## src/rtl/dcfifo_reg_pkg.sv

```systemverilog
// Shared constants for the dc_fifo_wrapper register-port sequencer:
// FSM encodings, error codes, read-pipe tags and register addresses.
package dcfifo_reg_pkg;

  localparam int unsigned ST_W = 4;

  localparam logic [ST_W-1:0] S_IDLE     = 4'd0;
  localparam logic [ST_W-1:0] S_RST_WR   = 4'd1;
  localparam logic [ST_W-1:0] S_RST_WAIT = 4'd2;
  localparam logic [ST_W-1:0] S_CFG_WR   = 4'd3;
  localparam logic [ST_W-1:0] S_CFG_RD   = 4'd4;
  localparam logic [ST_W-1:0] S_CFG_CHK  = 4'd5;
  localparam logic [ST_W-1:0] S_ST_RD    = 4'd6;
  localparam logic [ST_W-1:0] S_ST_CHK   = 4'd7;
  localparam logic [ST_W-1:0] S_FIN      = 4'd8;

  localparam logic [1:0] ERR_OK  = 2'b00;
  localparam logic [1:0] ERR_CFG = 2'b01;
  localparam logic [1:0] ERR_TMO = 2'b10;

  // Owner of an outstanding read, carried through the read pipe
  localparam logic TAG_FSM  = 1'b0;
  localparam logic TAG_HOST = 1'b1;

  // Wrapper register map
  localparam int unsigned DCFIFO_REG_ADDR_RESET  = 32'h00;
  localparam int unsigned DCFIFO_REG_ADDR_CFG    = 32'h01;
  localparam int unsigned DCFIFO_REG_ADDR_STATUS = 32'h02;

endpackage

```

## src/rtl/dcfifo_reg_rdpipe.sv

```systemverilog
// Valid/tag delay line: marks the cycle reg_rdata becomes valid for an
// issued read and tells whether the host or the sequencer owns it.
module dcfifo_reg_rdpipe #(
  parameter int unsigned DEPTH = 1
) (
  input  logic clk,
  input  logic rst,
  input  logic in_vld,
  input  logic in_tag,
  output logic out_vld,
  output logic out_tag
);

  logic [DEPTH-1:0] vld_q, vld_d;
  logic [DEPTH-1:0] tag_q, tag_d;

  always_comb begin
    vld_d    = vld_q;
    tag_d    = tag_q;
    vld_d[0] = in_vld;
    tag_d[0] = in_tag;
    for (int i = 1; i < int'(DEPTH); i++) begin
      vld_d[i] = vld_q[i-1];
      tag_d[i] = tag_q[i-1];
    end
  end

  always_ff @(posedge clk) begin
    if (rst) begin
      vld_q <= '0;
      tag_q <= '0;
    end else begin
      vld_q <= vld_d;
      tag_q <= tag_d;
    end
  end

  assign out_vld = vld_q[DEPTH-1];
  assign out_tag = tag_q[DEPTH-1];

endmodule

```

## src/rtl/dcfifo_cfg_seq.sv

```systemverilog
// Register-port master for dc_fifo_wrapper: runs the reset/CFG/STATUS init
// sequence on start and forwards host accesses to the same bus when idle.
module dcfifo_cfg_seq
  import dcfifo_reg_pkg::*;
#(
  parameter int unsigned REG_DW   = 8,
  parameter int unsigned REG_AW   = 8,
  parameter int unsigned RD_LAT   = 1,
  parameter int unsigned SETTLE   = 16,
  parameter int unsigned POLL_MAX = 64
) (
  input  logic              clk,
  input  logic              rst,
  input  logic              start,
  input  logic [REG_DW-1:0] cfg_val,
  output logic              busy,
  output logic              done,
  output logic [1:0]        err,
  input  logic              host_req,
  input  logic              host_wr,
  input  logic [REG_AW-1:0] host_addr,
  input  logic [REG_DW-1:0] host_wdata,
  output logic              host_ready,
  output logic              host_rvalid,
  output logic [REG_DW-1:0] host_rdata,
  output logic              reg_req,
  output logic              reg_wr,
  output logic [REG_AW-1:0] reg_addr,
  output logic [REG_DW-1:0] reg_wdata,
  input  logic [REG_DW-1:0] reg_rdata
);

  localparam int unsigned CNT_W  = $clog2(SETTLE + 1);
  localparam int unsigned POLL_W = $clog2(POLL_MAX + 1);

  logic [ST_W-1:0]   state_q, state_d;
  logic [REG_DW-1:0] cfg_q, cfg_d;
  logic [REG_DW-1:0] rdata_q, rdata_d;
  logic [CNT_W-1:0]  cnt_q, cnt_d;
  logic [POLL_W-1:0] poll_q, poll_d;
  logic              rd_wait_q, rd_wait_d;
  logic [1:0]        err_q, err_d;
  logic              busy_q, busy_d;
  logic              done_q, done_d;
  logic              host_pending_q, host_pending_d;
  logic              host_rvalid_q, host_rvalid_d;
  logic [REG_DW-1:0] host_rdata_q, host_rdata_d;
  logic              reg_req_q, reg_req_d;
  logic              reg_wr_q, reg_wr_d;
  logic [REG_AW-1:0] reg_addr_q, reg_addr_d;
  logic [REG_DW-1:0] reg_wdata_q, reg_wdata_d;
  logic              rd_tag_q, rd_tag_d;

  logic pipe_vld, pipe_tag;
  logic fsm_ret, host_ret, can_issue;

  dcfifo_reg_rdpipe #(.DEPTH(RD_LAT)) u_rdpipe (
    .clk     (clk),
    .rst     (rst),
    .in_vld  (reg_req_q & ~reg_wr_q),
    .in_tag  (rd_tag_q),
    .out_vld (pipe_vld),
    .out_tag (pipe_tag)
  );

  assign host_ready = (state_q == S_IDLE) & ~start & ~host_pending_q;
  assign fsm_ret    = pipe_vld & (pipe_tag == TAG_FSM);
  assign host_ret   = pipe_vld & (pipe_tag == TAG_HOST);
  // No issue while the previous access is still on the bus (keeps a gap cycle)
  assign can_issue  = ~reg_req_q & ~rd_wait_q;

  always_comb begin
    state_d        = state_q;
    cfg_d          = cfg_q;
    rdata_d        = rdata_q;
    cnt_d          = cnt_q;
    poll_d         = poll_q;
    rd_wait_d      = rd_wait_q;
    err_d          = err_q;
    host_pending_d = host_pending_q;
    host_rvalid_d  = 1'b0;
    host_rdata_d   = host_rdata_q;
    reg_req_d      = 1'b0;
    reg_wr_d       = 1'b0;
    reg_addr_d     = '0;
    reg_wdata_d    = '0;
    rd_tag_d       = rd_tag_q;

    if (host_ret) begin
      host_rvalid_d  = 1'b1;
      host_rdata_d   = reg_rdata;
      host_pending_d = 1'b0;
    end
    // A host write holds off the next accept only for its issue cycle
    if (host_pending_q && reg_req_q && reg_wr_q) begin
      host_pending_d = 1'b0;
    end

    case (state_q)
      S_IDLE: begin
        if (start && !host_pending_q) begin
          state_d = S_RST_WR;
          cfg_d   = cfg_val;
          err_d   = ERR_OK;
        end else if (host_req && host_ready) begin
          reg_req_d      = 1'b1;
          reg_wr_d       = host_wr;
          reg_addr_d     = host_addr;
          reg_wdata_d    = host_wr ? host_wdata : '0;
          rd_tag_d       = TAG_HOST;
          host_pending_d = 1'b1;
        end
      end
      S_RST_WR: begin
        if (!reg_req_q) begin
          reg_req_d   = 1'b1;
          reg_wr_d    = 1'b1;
          reg_addr_d  = REG_AW'(DCFIFO_REG_ADDR_RESET);
          reg_wdata_d = REG_DW'(1);
          cnt_d       = '0;
          state_d     = S_RST_WAIT;
        end
      end
      S_RST_WAIT: begin
        if (cnt_q == CNT_W'(SETTLE - 1)) begin
          state_d = S_CFG_WR;
        end
        cnt_d = (cnt_q == CNT_W'(SETTLE)) ? cnt_q : cnt_q + CNT_W'(1);
      end
      S_CFG_WR: begin
        if (!reg_req_q) begin
          reg_req_d   = 1'b1;
          reg_wr_d    = 1'b1;
          reg_addr_d  = REG_AW'(DCFIFO_REG_ADDR_CFG);
          reg_wdata_d = cfg_q;
          state_d     = S_CFG_RD;
        end
      end
      S_CFG_RD: begin
        if (fsm_ret) begin
          rdata_d   = reg_rdata;
          rd_wait_d = 1'b0;
          state_d   = S_CFG_CHK;
        end else if (can_issue) begin
          reg_req_d  = 1'b1;
          reg_addr_d = REG_AW'(DCFIFO_REG_ADDR_CFG);
          rd_tag_d   = TAG_FSM;
          rd_wait_d  = 1'b1;
        end
      end
      S_CFG_CHK: begin
        if (rdata_q != cfg_q) begin
          err_d   = ERR_CFG;
          state_d = S_FIN;
        end else begin
          poll_d  = '0;
          state_d = S_ST_RD;
        end
      end
      S_ST_RD: begin
        if (fsm_ret) begin
          rdata_d   = reg_rdata;
          rd_wait_d = 1'b0;
          state_d   = S_ST_CHK;
        end else if (can_issue) begin
          reg_req_d  = 1'b1;
          reg_addr_d = REG_AW'(DCFIFO_REG_ADDR_STATUS);
          rd_tag_d   = TAG_FSM;
          rd_wait_d  = 1'b1;
          poll_d     = (poll_q == POLL_W'(POLL_MAX)) ? poll_q : poll_q + POLL_W'(1);
        end
      end
      S_ST_CHK: begin
        // Done once the FIFO reports empty and not full
        if (rdata_q[1] && !rdata_q[0]) begin
          err_d   = ERR_OK;
          state_d = S_FIN;
        end else if (poll_q == POLL_W'(POLL_MAX)) begin
          err_d   = ERR_TMO;
          state_d = S_FIN;
        end else begin
          state_d = S_ST_RD;
        end
      end
      S_FIN: begin
        state_d = S_IDLE;
      end
      default: begin
        state_d = S_IDLE;
      end
    endcase

    busy_d = (state_d != S_IDLE) && (state_d != S_FIN);
    done_d = (state_d == S_FIN);
  end

  always_ff @(posedge clk) begin
    if (rst) begin
      state_q        <= S_IDLE;
      cfg_q          <= '0;
      rdata_q        <= '0;
      cnt_q          <= '0;
      poll_q         <= '0;
      rd_wait_q      <= 1'b0;
      err_q          <= ERR_OK;
      busy_q         <= 1'b0;
      done_q         <= 1'b0;
      host_pending_q <= 1'b0;
      host_rvalid_q  <= 1'b0;
      host_rdata_q   <= '0;
      reg_req_q      <= 1'b0;
      reg_wr_q       <= 1'b0;
      reg_addr_q     <= '0;
      reg_wdata_q    <= '0;
      rd_tag_q       <= TAG_FSM;
    end else begin
      state_q        <= state_d;
      cfg_q          <= cfg_d;
      rdata_q        <= rdata_d;
      cnt_q          <= cnt_d;
      poll_q         <= poll_d;
      rd_wait_q      <= rd_wait_d;
      err_q          <= err_d;
      busy_q         <= busy_d;
      done_q         <= done_d;
      host_pending_q <= host_pending_d;
      host_rvalid_q  <= host_rvalid_d;
      host_rdata_q   <= host_rdata_d;
      reg_req_q      <= reg_req_d;
      reg_wr_q       <= reg_wr_d;
      reg_addr_q     <= reg_addr_d;
      reg_wdata_q    <= reg_wdata_d;
      rd_tag_q       <= rd_tag_d;
    end
  end

  assign busy        = busy_q;
  assign done        = done_q;
  assign err         = err_q;
  assign host_rvalid = host_rvalid_q;
  assign host_rdata  = host_rdata_q;
  assign reg_req     = reg_req_q;
  assign reg_wr      = reg_wr_q;
  assign reg_addr    = reg_addr_q;
  assign reg_wdata   = reg_wdata_q;

endmodule

```

## config.mk

```make
export PLATFORM = sky130hd
export DESIGN_NAME = dcfifo_cfg_seq
export DESIGN_NICKNAME = d
export VERILOG_FILES = /design/src/rtl/dcfifo_reg_pkg.sv /design/src/rtl/dcfifo_reg_rdpipe.sv /design/src/rtl/dcfifo_cfg_seq.sv
export SDC_FILE = /design/constraint.sdc
export NUM_CORES = 1
export LEC_CHECK = 0
export ABC_AREA = 1
export CORE_UTILIZATION = 45
export CTS_CLUSTER_DIAMETER = 150
export DETAILED_ROUTE_END_ITERATION = 10
export PLACE_DENSITY = 0.78
export REMOVE_ABC_BUFFERS = 1
export SLEW_MARGIN = 0
export SYNTH_ARGS = -nofsm -noshare
export SYNTH_HDL_FRONTEND = slang
export SYNTH_SLANG_ARGS = --single-unit
```

## constraint.sdc

```tcl
create_clock -name clk -period 3.6 [get_ports clk]
set_input_delay 0.36 -clock clk [delete_from_list [all_inputs] [get_ports clk]]
set_output_delay 0.36 -clock clk [all_outputs]
set_load 0.005 [all_outputs]
```

=== After elaboration in Yosys (flattened, before gate mapping) ===
Index checks and enable logic that the tools add are counted.

* Memories kept: 0
* Memory bits (read-only): 0
* Flip-flop bits (word level): 68
* Word-level logic and storage cells: 141
* Memory bits (writable): 0
* Latch bits: 0

* Equal/unequal tests: 26
* Reductions and logical operators: 24
* Divide/modulo/power cells: 0
* Bitwise operators: 12
* Shift operators: 0
* Muxes and demuxes: 58
* Add/sub/neg operators: 2
* Multipliers: 0
* Magnitude comparators: 0

{| class="wikitable"
|+ Operator list
! kind !! count
|-
| $mux 8 || 6
|-
| $mux 4 || 9
|-
| $pmux 4 s8 || 1
|-
| $pmux 8 s4 || 1
|-
| $mux 7 || 4
|-
| $pmux 8 s3 || 1
|-
| $mux 1 || 22
|-
| $ne 2x2->1 const B || 9
|-
| $eq 4x3->1 const B || 4
|-
| $pmux 7 s2 || 1
|-
| $mux 2 || 6
|-
| $mux 5 || 2
|-
| $pmux 5 s2 || 1
|-
| $reduce_and 5->1 || 2
|-
| $eq 4x2->1 const B || 2
|-
| $ne 8x8->1 || 1
|-
| $reduce_bool 2->1 || 4
|-
| $add 7x1->7 const B || 1
|-
| $eq 7x7->1 const B || 1
|-
| $and 1x1->1 || 6
|-
| $logic_and 1x1->1 || 6
|-
| $ne 2x1->1 const B || 3
|-
| $not 1->1 || 6
|-
| $pmux 2 s3 || 1
|-
| other kinds (17) || 22
|}

=== Longest topological paths before layout ===
* Depth in word-level cells: 7
* Depth in mapped cells: 11
* Gate-level depth less buffers: 11

=== Hierarchy ===
Synthesis repeated with hierarchy kept, for this count alone.

* Cell total of the unflattened synthesis: 401
* Area, all modules: 2,959.1 µm²

{| class="wikitable"
|+ By module, submodules not included
! module !! area each (µm²) !! sequential area each (µm²) !! cells each !! times used
|-
| dcfifo_cfg_seq || 2,904.0 || 1,321.3 || 395 || 1
|-
| dcfifo_reg_rdpipe || 55.1 || 40.0 || 6 || 1
|}

=== Worst setup path after synthesis ===
Ideal clock, no wire load.

* Path type: register to register
* Start point: reg poll_q[0]
* End point: reg err_q[0] (netlist: err[0])
* Arrival: 1,256 ps
* Data required time: 3,487 ps
* Setup time: 113 ps
* Stages on the path, launching flop included: 12
* Buffers on the path: 0
* Setup slack: 2,231 ps
* Path through: dfxtp_1 inv_1 ha_1 nand2_1 nand3b_1 o21ai_0 inv_1 nand2_1 nand3_1 nand2_1 nand2_1 nor2_1

* Word-level cells in the longest chain between the ends: 3

{| class="wikitable"
|+ RTL lines
! element !! line !! RTL
|-
| start: declaration || dcfifo_cfg_seq.sv:40 || <nowiki>logic [POLL_W-1:0] poll_q, poll_d;</nowiki>
|-
| start signal: assignment || dcfifo_cfg_seq.sv:221 || <nowiki>poll_q <= poll_d;</nowiki>
|-
| $eq 7x7->1 || dcfifo_cfg_seq.sv:178 || <nowiki>end else if (poll_q == POLL_W'(POLL_MAX)) begin</nowiki>
|-
| $ne 3x3->1 (no line) || n/a ||
|-
| $reduce_and 4->1 (no line) || n/a ||
|-
| end signal: assignment || dcfifo_cfg_seq.sv:223 || <nowiki>err_q <= err_d;</nowiki>
|-
| end: declaration || dcfifo_cfg_seq.sv:42 || <nowiki>logic [1:0] err_q, err_d;</nowiki>
|}

No other way between the ends.
A chain may end at the register's enable or synchronous reset.

=== Worst setup path after layout ===
* Start point: reg state_q[3]
* End point: out host_ready

* Word-level cells in the longest chain between the ends: 3

{| class="wikitable"
|+ RTL lines
! element !! line !! RTL
|-
| start: declaration || dcfifo_cfg_seq.sv:36 || <nowiki>logic [ST_W-1:0] state_q, state_d;</nowiki>
|-
| start signal: assignment || dcfifo_cfg_seq.sv:217 || <nowiki>state_q <= state_d;</nowiki>
|-
| $logic_not 4->1 || dcfifo_cfg_seq.sv:66 || <nowiki>assign host_ready = (state_q == S_IDLE) & ~start & ~host_pending_q;</nowiki>
|-
| $and 1x1->1 (2 in a row) || dcfifo_cfg_seq.sv:66 ||
|-
| end: declaration || dcfifo_cfg_seq.sv:23 || <nowiki>output logic host_ready,</nowiki>
|}

No other way between the ends.

==> flow_summary.ini <==
[cts]
holdBufCountCts = 0
clock-root-buffer = clkbuf_8
cts_setup_buffers = 0
clkSlewWorstSetupHoldPaths_ns = 0.08
cts_tree = done
numClockSinks = 68
cts_buffers = 9
htree_levels = 3
cts.repair.resized = 0
clk_latency_ns = 0.36
clock_path_buffers = 2

[worst_setup_path]
end_kind = output port
critPathKind = register to output port
critPathMaxFanout = 5
cp.depth = 4
cpPeakStageDelay_ns = 0.53
rr_worst_depth = 11
rrSetupSlack_ns = 1.99
crit_family = buffers and inverters
r2r-start = poll_q[0]
crit_chain = nor2_4, nand3_4, nor3_4, clkdlybuf4s50_1
rr_endpoint = err[0]
cp.arrival_ns = 1.73
worst_path_max_delay_cell = clkdlybuf4s50_1
worstPathRequired_ns = 3.24
cp_num_buf_inv = 1
start_kind = register

[grt]
grt_pass1_wl_um = 11400
grt_max_degree = 33
grt_pass1_vias = 2506
antenna_found_initial = 0
grt_use_total = 0.205
overflow = 0

[die]
die_w_um = 83.8
core_area_um2 = 6420
dieArea_um2 = 7030
start_util = 0.469
fp.dieH_um = 83.8
row_count = 29
design.portCount = 69

[sta]
final-hold-violation-count = 0
period_needed_ns = 2.09
fmax_mhz = 479
period_share = 0.580
rsz0062_at_grt = false
finalSetupTns_ns = 0
holdWs_ns = 0.449
relSlewSlack = 0.487
skew_ns = 0.00810
setup_violations = 0
tightest_slew_ns = 0.768
slew_viol_final = 0

[min_path]
min_path_type = register to register
whs_path_depth = 2
hold_path.startpoint = rd_tag_q
min_to = u_rdpipe.out_tag

[yosys]
yosysTopAreaCellShare = 0.452
async_flop_share = 0
synth_top_area_cell = dfxtp_1
synth_top_flop_cell = dfxtp_1
synthSimpleGateAreaFrac = 0.301
synth_compound_area_frac = 0.135
yosysWarningCount = 0
syn_avg_cell_area_um2 = 7.40
seq_area_frac_synth = 0.452
synthXorXnorAreaFrac = 0.0145
syn_inst = 407
synth_cell_types = 34
synth_fa_ha_area_frac = 0.0208
synth_top_family_by_area = simple AND/OR/NAND/NOR gates
synth-seq-cells = 68
synth_edf_count = 0
syn_area_um2 = 3010
muxShareOfSynthArea = 0
synth_area_leaders = dfxtp_1 (45%), nor2_1 (9.0%), nand2_1 (8.8%)

[detailed_routing]
wl_per_cell_um = 12.5
vias_per_cell = 4.95
drc = 13
drt-pass1-iter-count = 7
drt_iter0_markers = 130
vias = 2773
ant_nets = 0
wl_um = 7000

[layout]
regArea_um2 = 1360
fin_cells = 560
multi_input_comb_area_um2 = 1420
final_common_cell = nor2_1
layout.cells.most_common_list = nor2_1 (72), nand2_1 (71), dfxtp_1 (68), clkdlybuf4s50_1 (68), inv_1 (45)
area_growth_pct = 31.1
post-route-util = 0.615
layout-drive-gt1-share = 0.0870
antenna_cells = 0
final_nets = 520
fillCellCount = 567

[placement]
placed_cells = 544
dp_hpwl_um = 4950
gp_congestion = 0.874
io_buffers = 68

[pwr]
swShare = 0.278
intPower_w = 0.00123
power_leakage_nw = 1.54
pwr-share-seq = 0.477
clockPowerShare = 0.365
pwr_density_cell_nw_per_um2 = 432
peakVddDrop_mv = 0.202
combPwrFrac = 0.158
p_switching_w = 0.000475

[job]
drv_cap = 0

[outcome]
violations = design-rule violations
outcome = complete, but fails checks
worst max-delay path by stage:
stage | slack (ns) | endpoint | startpoint
after floorplan | 2.23 | err[0] | poll_q[0]
after global placement | 1.38 | reg_addr[3] | rst
after detailed placement | 1.32 | reg_addr[6] | rst
after CTS | 1.49 | host_ready | state_q[3]
after global routing | 1.44 | host_ready | state_q[3]
final | 1.51 | host_ready | state_q[3]
registers in the layout, summed over array words and instances (netlist names), 2 cells and up:
name	flops
cfg_q	8
cnt_q	5
err	2
host_rdata	8
reg_wdata	8
rdata_q	8
poll_q	7
state_q	4
reg_addr	8
layer usage:
metal / up-vias / track usage / part of all wire
li1: 1437 / - / -
met1: 1266 / 0.257 / 0.46
met2: 62 / 0.341 / 0.48
met3: 8 / 0.0346 / 0.048
met4: 0 / 0.0987 / 0.013
met5: - / 0 / 0
worst min-delay path: stages, from the launching register on:
cell     delay, ns
dfxtp_1       0.30
inv_1         0.07
nor2_1        0.04
area by class of cell:
cell class | count | area share
Multi-Input combinational cell | 279 | 0.359
Clock inverter | 6 | 0.0165
Clock buffer | 10 | 0.0323
Timing Repair Buffer | 69 | 0.174
Inverter | 51 | 0.0491
Sequential cell | 68 | 0.345
Tap cell | 77 | 0.0244
synth_stat cells (4+ instances only):
cell type	n
clkbuf_1	5
dfxtp_1	68
inv_2	5
ha_1	5
nor2_1	72
nor3_1	5
inv_1	45
nand2_4	4
nand2_1	71
nor2_4	6
o21ai_0	28
xnor2_1	4
nand3_1	16
a21oi_1	41
logic make-up (layout without fill, tap and decap cells):
family / count (synthesis) / in the layout
DFF: 68 / 68
buffers and inverters: 60 / 136
xor gates and xnor gates: 5 / 5
adders and majority gates: 5 / 5
and+or+nand+nor: 191 / 191
AOI/OAI and AO/OA: 78 / 78
metrics by stage:
step | instance area, µm² | power (W) | worst slack [ns]
after floorplan | 2970 | 0.000981 | 2.23
after global placement | 3760 | 0.00109 | 1.38
after detailed placement | 3760 | 0.00110 | 1.32
after CTS | 3950 | 0.00171 | 1.49
after global routing | 3950 | 0.00177 | 1.44
final | 3950 | 0.00171 | 1.51
power by group through the flow:
stage / combinational (W) / sequential (W) / clock (W)
6_report: 0.000269 / 0.000814 / 0.000623
5_1_grt: 0.000300 / 0.000818 / 0.000657
4_1_cts: 0.000271 / 0.000814 / 0.000628
3_5_place_dp: 0.000269 / 0.000831 / 0
3_3_place_gp: 0.000263 / 0.000829 / 0
2_1_floorplan: 0.000153 / 0.000828 / 0
No activity file was read; power rests on OpenSTA's default activity.
